### src/rtl/muldiv_pkg.sv
// muldiv_pkg: shared op encodings, FSM states and sizing helper for the multiply/divide unit
package muldiv_pkg;

   typedef enum logic [1:0] {
      MD_MULT  = 2'b00,
      MD_MULTU = 2'b01,
      MD_DIV   = 2'b10,
      MD_DIVU  = 2'b11
   } md_op_e;

   typedef enum logic [2:0] {
      IDLE,
      PREP,
      CALC,
      FIXUP,
      DONE
   } md_state_e;

   // Iteration counter width; never below one bit.
   function automatic int md_cnt_w(input int w);
      return (w > 1) ? $clog2(w) : 1;
   endfunction

endpackage

### src/rtl/muldiv_step.sv
// muldiv_step: one combinational iteration of shift-add multiply or restoring divide
//   i_div  : 1 selects the divide iteration, 0 the multiply iteration
//   i_acc  : 2*WIDTH accumulator {hi, lo}
//            multiply: hi = partial product, lo = remaining multiplier bits
//            divide  : hi = partial remainder, lo = dividend bits / quotient bits
//   i_d    : multiplicand or divisor magnitude
//   o_acc  : accumulator after this iteration
module muldiv_step #(
   parameter int WIDTH  = 32,
   parameter bit MUL_EN = 1'b1
) (
   input  logic               i_div,
   input  logic [2*WIDTH-1:0] i_acc,
   input  logic [WIDTH-1:0]   i_d,
   output logic [2*WIDTH-1:0] o_acc
);

   logic [WIDTH-1:0]   w_hi, w_lo, w_sub;
   logic [WIDTH:0]     w_sum, w_sh;
   logic               w_ge;
   logic [2*WIDTH-1:0] w_mul, w_dv;

   assign w_hi = i_acc[2*WIDTH-1:WIDTH];
   assign w_lo = i_acc[WIDTH-1:0];

   // Multiply: add the multiplicand when the current multiplier bit is set, then
   // shift the whole accumulator right, carry included.
   assign w_sum = {1'b0, w_hi} + (w_lo[0] ? {1'b0, i_d} : '0);
   assign w_mul = {w_sum, w_lo[WIDTH-1:1]};

   // Divide: bring the next dividend bit into the remainder and trial-subtract.
   // The difference is kept only to WIDTH bits; when the trial succeeds it is
   // below the divisor, so the dropped top bit is always zero.
   assign w_sh  = {w_hi, w_lo[WIDTH-1]};
   assign w_ge  = w_sh >= {1'b0, i_d};
   assign w_sub = w_sh[WIDTH-1:0] - i_d;
   assign w_dv  = {w_ge ? w_sub : w_sh[WIDTH-1:0], w_lo[WIDTH-2:0], w_ge};

   assign o_acc = i_div ? w_dv : (MUL_EN ? w_mul : '0);

endmodule

### src/rtl/muldiv_unit.sv
// muldiv_unit: iterative MULT/MULTU/DIV/DIVU engine with annul and stall request
//   i_clk, i_rst_n : clock, asynchronous active-low reset
//   i_start        : request, taken in IDLE or DONE when not annulled
//   i_op           : MD_MULT / MD_MULTU / MD_DIV / MD_DIVU
//   i_a, i_b       : multiplicand/dividend, multiplier/divisor
//   i_annul        : flush any in-flight operation
//   o_busy         : high in PREP, CALC, FIXUP
//   o_stall_req    : busy, or a request about to be accepted from IDLE
//   o_valid        : one-cycle result pulse in DONE
//   o_hi, o_lo     : upper product / remainder, lower product / quotient
module muldiv_unit
   import muldiv_pkg::*;
#(
   parameter int WIDTH  = 32,
   parameter bit MUL_EN = 1'b1
) (
   input  logic             i_clk,
   input  logic             i_rst_n,
   input  logic             i_start,
   input  logic [1:0]       i_op,
   input  logic [WIDTH-1:0] i_a,
   input  logic [WIDTH-1:0] i_b,
   input  logic             i_annul,
   output logic             o_busy,
   output logic             o_stall_req,
   output logic             o_valid,
   output logic [WIDTH-1:0] o_hi,
   output logic [WIDTH-1:0] o_lo
);

   localparam int CNT_W = md_cnt_w(WIDTH);

   md_state_e          r_state, w_next;
   md_op_e             r_op;
   logic [WIDTH-1:0]   r_a, r_b, r_d, r_hi, r_lo;
   logic [2*WIDTH-1:0] r_acc, w_step, w_prod;
   logic [CNT_W-1:0]   r_cnt;
   logic               r_neg_res, r_neg_rem;
   logic               w_accept, w_sgn, w_div, w_neg_a, w_neg_b;
   logic [WIDTH-1:0]   w_q, w_r;

   assign w_accept = i_start & ~i_annul & ((r_state == IDLE) | (r_state == DONE));
   assign w_sgn    = (r_op == MD_MULT) | (r_op == MD_DIV);
   assign w_div    = (r_op == MD_DIV) | (r_op == MD_DIVU);
   assign w_neg_a  = w_sgn & r_a[WIDTH-1];
   assign w_neg_b  = w_sgn & r_b[WIDTH-1];
   assign w_prod   = MUL_EN ? (r_neg_res ? -r_acc : r_acc) : '0;
   assign w_q      = r_acc[WIDTH-1:0];
   assign w_r      = r_acc[2*WIDTH-1:WIDTH];

   muldiv_step #(.WIDTH(WIDTH), .MUL_EN(MUL_EN)) u_step (
      .i_div (w_div),
      .i_acc (r_acc),
      .i_d   (r_d),
      .o_acc (w_step)
   );

   always_ff @(posedge i_clk or negedge i_rst_n) begin
      if (!i_rst_n) r_state <= IDLE;
      else          r_state <= w_next;
   end

   always_comb begin
      w_next      = r_state;
      o_busy      = (r_state == PREP) | (r_state == CALC) | (r_state == FIXUP);
      o_valid     = r_state == DONE;
      o_stall_req = o_busy | (i_start & ~i_annul & (r_state == IDLE));
      case (r_state)
         IDLE:    w_next = w_accept ? PREP : IDLE;
         PREP:    w_next = CALC;
         CALC:    w_next = (r_cnt == CNT_W'(WIDTH-1)) ? FIXUP : CALC;
         FIXUP:   w_next = DONE;
         DONE:    w_next = w_accept ? PREP : IDLE;
         default: w_next = IDLE;
      endcase
      if (i_annul) w_next = IDLE;
   end

   always_ff @(posedge i_clk or negedge i_rst_n) begin
      if (!i_rst_n) begin
         r_op      <= MD_MULT;
         r_a       <= '0;
         r_b       <= '0;
         r_d       <= '0;
         r_acc     <= '0;
         r_cnt     <= '0;
         r_neg_res <= 1'b0;
         r_neg_rem <= 1'b0;
         r_hi      <= '0;
         r_lo      <= '0;
      end else begin
         if (w_accept) begin
            r_op <= md_op_e'(i_op);
            r_a  <= i_a;
            r_b  <= i_b;
         end
         // Work on magnitudes; a negated most-negative value is still the
         // correct unsigned magnitude.
         if (r_state == PREP) begin
            r_acc     <= {{WIDTH{1'b0}}, w_neg_a ? -r_a : r_a};
            r_d       <= w_neg_b ? -r_b : r_b;
            r_neg_res <= w_neg_a ^ w_neg_b;
            r_neg_rem <= w_neg_a;
            r_cnt     <= '0;
         end
         if (r_state == CALC) begin
            r_acc <= w_step;
            r_cnt <= r_cnt + 1'b1;
         end
         // An annul landing on FIXUP must leave the committed hi/lo untouched.
         if (r_state == FIXUP && !i_annul) begin
            if (!w_div) begin
               r_hi <= w_prod[2*WIDTH-1:WIDTH];
               r_lo <= w_prod[WIDTH-1:0];
            end else if (r_b == '0) begin
               r_hi <= r_a;
               r_lo <= '1;
            end else begin
               r_hi <= r_neg_rem ? -w_r : w_r;
               r_lo <= r_neg_res ? -w_q : w_q;
            end
         end
      end
   end

   assign o_hi = r_hi;
   assign o_lo = r_lo;

endmodule

### config.mk
export PLATFORM = sky130hd
export DESIGN_NAME = muldiv_unit
export DESIGN_NICKNAME = d
export VERILOG_FILES = /design/src/rtl/muldiv_pkg.sv /design/src/rtl/muldiv_step.sv /design/src/rtl/muldiv_unit.sv
export SDC_FILE = /design/constraint.sdc
export NUM_CORES = 1
export LEC_CHECK = 0
export CAP_MARGIN = 25
export CORE_AREA = 2 2 196 198
export CTS_BUF_LIST = sky130_fd_sc_hd__clkbuf_8
export CTS_CLUSTER_DIAMETER = 40
export DETAILED_ROUTE_END_ITERATION = 12
export DIE_AREA = 0 0 198 200
export GPL_ROUTABILITY_DRIVEN = 0
export MAX_ROUTING_LAYER = met4
export PLACE_DENSITY = 0.73
export SYNTH_ARGS = -nofsm -noshare
export SYNTH_HDL_FRONTEND = slang
export SYNTH_SLANG_ARGS = --single-unit
### constraint.sdc
create_clock -name i_clk -period 3 [get_ports i_clk]
set_input_delay 0.6 -clock i_clk [delete_from_list [all_inputs] [get_ports i_clk]]
set_output_delay 0.6 -clock i_clk [all_outputs]
set_load 0.01 [all_outputs]
Word level (Yosys, flattened, before mapping)

Index checks and enable logic that the tools add are counted.

Add/subtract/negate cells: 8
Multiply operators: 0
Divide/modulo/power cells: 0
Order comparisons: 1
Equality and inequality tests: 7
Shifts and indexed selects: 0
Muxes and demuxes: 20
Bitwise operators: 13
Reduce and logical (&&, ||, !) cells: 7

Operator list:

| cell                                                                  | count |
|---|---|
| 32-bit two-way mux                                                    | 10 |
| 64-bit two-way mux                                                    | 4 |
| 32-bit negator                                                        | 4 |
| 64-bit negator                                                        | 1 |
| 32-bit by 33-bit adder with 33-bit output                             | 1 |
| 33-bit by 32-bit greater-or-equal comparator with 1-bit output        | 1 |
| 32-bit logical NOT                                                    | 1 |
| 32-bit subtractor                                                     | 1 |
| 3-bit one-hot mux with 4 select lines                                 | 1 |
| 5-bit two-way mux                                                     | 2 |
| 3-bit by 2-bit equality test with 1-bit output, second input constant | 2 |
| 1-bit OR                                                              | 6 |
| 5-bit by 1-bit adder with 5-bit output, second input constant         | 1 |
| 1-bit bitwise AND                                                     | 5 |
| 5-bit equality test, second input constant                            | 1 |
| 2-bit equality test, second input constant                            | 2 |
| 3-bit by 1-bit equality test with 1-bit output, second input constant | 1 |
| 3-bit equality test, second input constant                            | 1 |
| 3-bit logical NOT                                                     | 1 |
| 3-bit two-way mux                                                     | 1 |
| 2-bit logical NOT                                                     | 1 |
| 1-bit two-way mux                                                     | 2 |
| 2-bit nonzero test                                                    | 1 |
| 2-bit OR reduction                                                    | 1 |
| 4 further kinds                                                       | 4 |

Register bits after elaboration: 236
Bits in latches: 0
Memory bits (writable): 0
Bits in read-only memories: 0
Bits of input ports: 70
Output and inout bits: 67
Word-level logic and storage cells: 67
Memories kept: 0

Logic depth before layout (Yosys ltp)

Depth after elaboration: 6
Gate-level depth with buffers: 15
Depth with buffers taken out: 14

Hierarchy

A second synthesis with hierarchy kept.

Cells, all modules: 2018
Area total of the unflattened synthesis: 17556.8 um^2

Modules (own cells, without submodules):

| module      | times used | cells each | area an instance (um^2) | seq. area each (um^2) |
|---|---|---|---|---|
| muldiv_unit | 1          | 1329       | 12889.9                 | 5905.7 |
| muldiv_step | 1          | 689        | 4667.0                  | 0.0 |

Worst setup path after synthesis

No wires, ideal clock.

Kind: flip-flop to flip-flop
Start point: reg r_acc[0]
End point: reg r_acc[60]
Setup time: 0.087 ns
Arrival: 3.176 ns
Path slack: -0.262 ns
Cell stages (with the launch flop): 15
Path through: dfrtp_1 -> inv_1 -> clkbuf_1 -> nor2_1 -> ha_1 -> o21a_1 -> o2111a_1 -> a211o_1 -> a31o_2 -> a21oi_1 -> a21oi_1 -> o41ai_1 -> mux2i_1 -> nand2_1 -> o211ai_1

Longest elaborated chain between the ends: 4

RTL lines:

| what                                      | RTL line           | text |
|---|---|---|
| start: declaration                        | muldiv_unit.sv:36  | `logic [2*WIDTH-1:0] r_acc, w_step, w_prod;` |
| start signal: assignment                  | muldiv_unit.sv:100 | `r_acc <= {{WIDTH{1'b0}}, w_neg_a ? -r_a : r_a};` |
| start signal: assignment                  | muldiv_unit.sv:107 | `r_acc <= w_step;` |
| 32-bit two-way mux                        | muldiv_step.sv:28  | `assign w_sum = {1'b0, w_hi} + (w_lo[0] ? {1'b0, i_d} : '0);` |
| 32-bit by 33-bit adder with 33-bit output | muldiv_step.sv:28  |  |
| 64-bit two-way mux                        | muldiv_step.sv:39  | `assign o_acc = i_div ? w_dv : (MUL_EN ? w_mul : '0);` |
| 64-bit two-way mux                        | muldiv_unit.sv:106 | `if (r_state == CALC) begin` |

No other way between the ends.
A chain may end at the register's enable or synchronous reset.

Worst setup path in the final report

Start point: reg r_acc[0]
End point: reg r_acc[56]

The elaborated chain is that of the path after synthesis.

==> run metrics <==
run status finished with violations; failing checks setup timing; die area 39600 sq um; Max VDD drop 559 uV; DP Cell Count 2781; crit start category flip-flop; critical path peak fanout 6; post-route setup TNS -3810 ps; critical path class flip-flop to flip-flop; DP HPWL 41.4 mm; hold path start o_hi[2]; max cap viols 0; slowest CP cell dfrtp_1; beginning of the critical path r_acc[0]; Pins Over Slew Limit 0; die height 200 um; Tmin final 3290 ps; logic gate share of total power 66.1%; Pre-antenna DRT Iters 9; CTS Buffer Depth 3; Compound-Gate Fraction of Synth Area 22.6%; HP Class flip-flop to flip-flop; Synth Instances 2022; clock tree from TritonCTS built; Max Freq 304 MHz; grt total ovfl 0; Die X 198 um; Clk pwr share 13.6%; final hold violation count 0; worst r2r src r_acc[0]; CTS Sinks 236; PnR Total Power 0.0277 W; Pwr per Cell Area 1180 nW/um^2; DRC 0; average size of a mapped cell 8.40 sq um; Slew HR 32.9%; share of layout cells above drive strength 1 27.7%; layout net count 2531; Final Setup Violations 64; Total Routing Usage GR 30.3%; Post-Synth XOR/XNOR Area 9.43%; Largest delay share family, worst path compound AO/OA/AOI/OAI gates; RSZ-0062 raised after global routing true; initial DRC count 2254; Reg power frac 20.3%; Yosys reg bits 236; first-pass GRT wire length 91.5 mm; final WL 61.9 mm; critical-path cell list inv_2, buf_12, buf_6, nor2_4, ha_4, o211ai_1, o211ai_1, a211o_1, a31o_4, a21oi_4, buf_4, buf_6, nand2b_4, a211oi_2, or3_1, a31oi_1; crit path DAT 3800 ps; area of the core 37400 sq um; Yosys warnings 0; ys async rst share 100%; largest net degree at the start of global routing 79; routed len/inst 21.1 um; Port Buffer Count 136; max incr delay on CP 380 ps; final setup margin -287 ps; worst clock skew 47.1 ps; drt via density 6.12; H-tree levels 2; worst path required time 3510 ps; number of flops mapped to enable cells by yosys 0; Buf/Inv on CP 5; Synth Area in Simple Gates 16.2%; P&R area growth vs syn 38.2%; total nets after synthesis 2164; vias in the first global route 17000; mux cell area share after synthesis 6.33%; P_int 0.0150 W; actual slew at the worst max-slew pin 1000 ps; routed vias 18000; Synth cell types 81; worst hold slack 468 ps; critical path capture point type flip-flop; Sw Ratio 45.9%; mapped cell area 17000 sq um; Root Driver clkbuf_8; ANT nets after route 0; switching power 0.0127 W; antenna violations before repair 1; Adder-Cell Fraction of Synth Area 5.39%; Final Non-Filler Cells 2939; main combinational cell family by area after synthesis compound AO/OA/AOI/OAI gates; crit share post-route 110%; Starting Density 45.4%; number of buffers created by CTS 49; sequential share of the synthesized area 34.8%; worst skew pair latency 660 ps; row count 71; clock slew at reported path FFs 60 ps; Main synth FF type dfrtp_1; leakage 10.3 nW; # IOs 137
## power groups by stage
| stage | clock network (W) | registers, W | logic (W) |
|---|---|---|---|
| 6_report | 0.00376 | 0.00563 | 0.0183 |
| 5_1_grt | 0.00398 | 0.00573 | 0.0194 |
| 3_3_place_gp | 0 | 0.00549 | 0.0144 |
| 2_1_floorplan | 0 | 0.00536 | 0.00884 |
| 3_5_place_dp | 0 | 0.00554 | 0.0148 |
| 4_1_cts | 0.00380 | 0.00553 | 0.0158 |
## tightest hold or removal path, delay by kind of cell (launching register included)
| kind | cells | cell delay (ps) |
|---|---|---|
| and+or+nand+nor | 2 | 100 |
| DFF | 1 | 330 |
## worst paths after layout
| check | slack, ps | cells past startpoint | end |
|---|---|---|---|
| setup / recovery | -290 | 16 | r_acc[56] |
| hold / removal | 470 | 2 | o_hi[2] |
| setup reg to reg | -290 | 16 | r_acc[56] |
| hold reg to reg | 470 | 2 | o_hi[2] |
| max in group asynchronous | 1590 | 3 | r_acc[36] |
| min in group asynchronous | 500 | 2 | r_acc[4] |
## timing repair
action,in CTS,in global routing
gates cloned,5,5
resized for setup,145,185
buffers inserted,24,37
hold endpoints to repair,67,0
endpoints found under the setup margin,83,97
pin swaps,56,98
hold buffers,1,0
## layer usage
metal / vias to the layer above / wire, um / part of all wire [%] / GRT usage, %
li1: 7986 / - / - / -
met4: 0 / 3440 / 5.6 / 13.2
met5: - / 0 / 0 / -
met2: 1171 / 27000 / 44 / 45.7
met1: 8526 / 24000 / 39 / 39.2
met3: 297 / 7360 / 12 / 6.97
## state kept, by name, indices dropped and copies added (netlist names)
signal	flops
r_b	32
o_hi	32
r_cnt	5
r_op	2
r_neg_res	1
r_state	3
r_a	32
r_d	32
r_acc	64
o_lo	32
r_neg_rem	1
## through the flow
| stage | utilization, % | worst slack (ps) | area, sq um |
|---|---|---|---|
| after floorplan | - | -38.5 | 17100 |
| after global placement | 54.7 | -549 | 20500 |
| after detailed placement | 54.7 | -510 | 20500 |
| after CTS | 59.9 | -116 | 22400 |
| after global routing | 62.8 | -398 | 23500 |
| final | 62.8 | -287 | 23500 |
## cell families (layout without fill, tap and decap cells)
logic type,after synthesis,after routing
compound gates,627,627
simple gates,600,600
other cells,0,1
buf+inv,204,609
flops,236,236
xor+xnor,183,183
mux,100,100
fa+ha+maj,72,72
## cells in the final DEF (no fill, tap or decap), types with 51 or more instances in the layout
cell / instances
a21oi_1: 112
buf_4: 260
clkbuf_8: 63
clkdlybuf4s50_1: 135
dfrtp_1: 229
ha_1: 51
inv_1: 68
mux2_2: 59
nand2_1: 220
nor2_1: 154
o21ai_0: 142
o21ai_1: 63
xnor2_1: 90
xor2_1: 90
## synth_stat cells, types with 21 or more instances
cell type	instances	area share, %
o31ai_1	23	1.0
a31oi_1	45	1.7
mux2i_1	40	2.4
xor2_1	92	4.7
mux2_2	60	4.0
dfrtp_1	236	35
o21ai_0	220	6.5
nor2_1	176	3.9
a21o_1	32	1.4
nand3_1	31	0.91
a21oi_1	136	4.0
inv_1	70	1.5
xnor2_1	91	4.7
o211ai_1	41	1.8
nor3_1	24	0.71
nand2_1	229	5.1
clkbuf_1	113	2.5
ha_1	70	5.2
a22oi_1	21	0.93
nand2b_1	21	0.77
## final cells by class
type / count / area (sq um)
Tap cell: 511 / 639
Antenna cell: 1 / 2.50
Fill cell: 2905 / 13900
Timing Repair Buffer: 450 / 4240
Clock buffer: 63 / 867
Sequential cell: 236 / 5920
Inverter: 70 / 265
Clock inverter: 26 / 229
Multi-Input combinational cell: 1582 / 11300
Note: power is estimated with default switching activity, not from simulation.
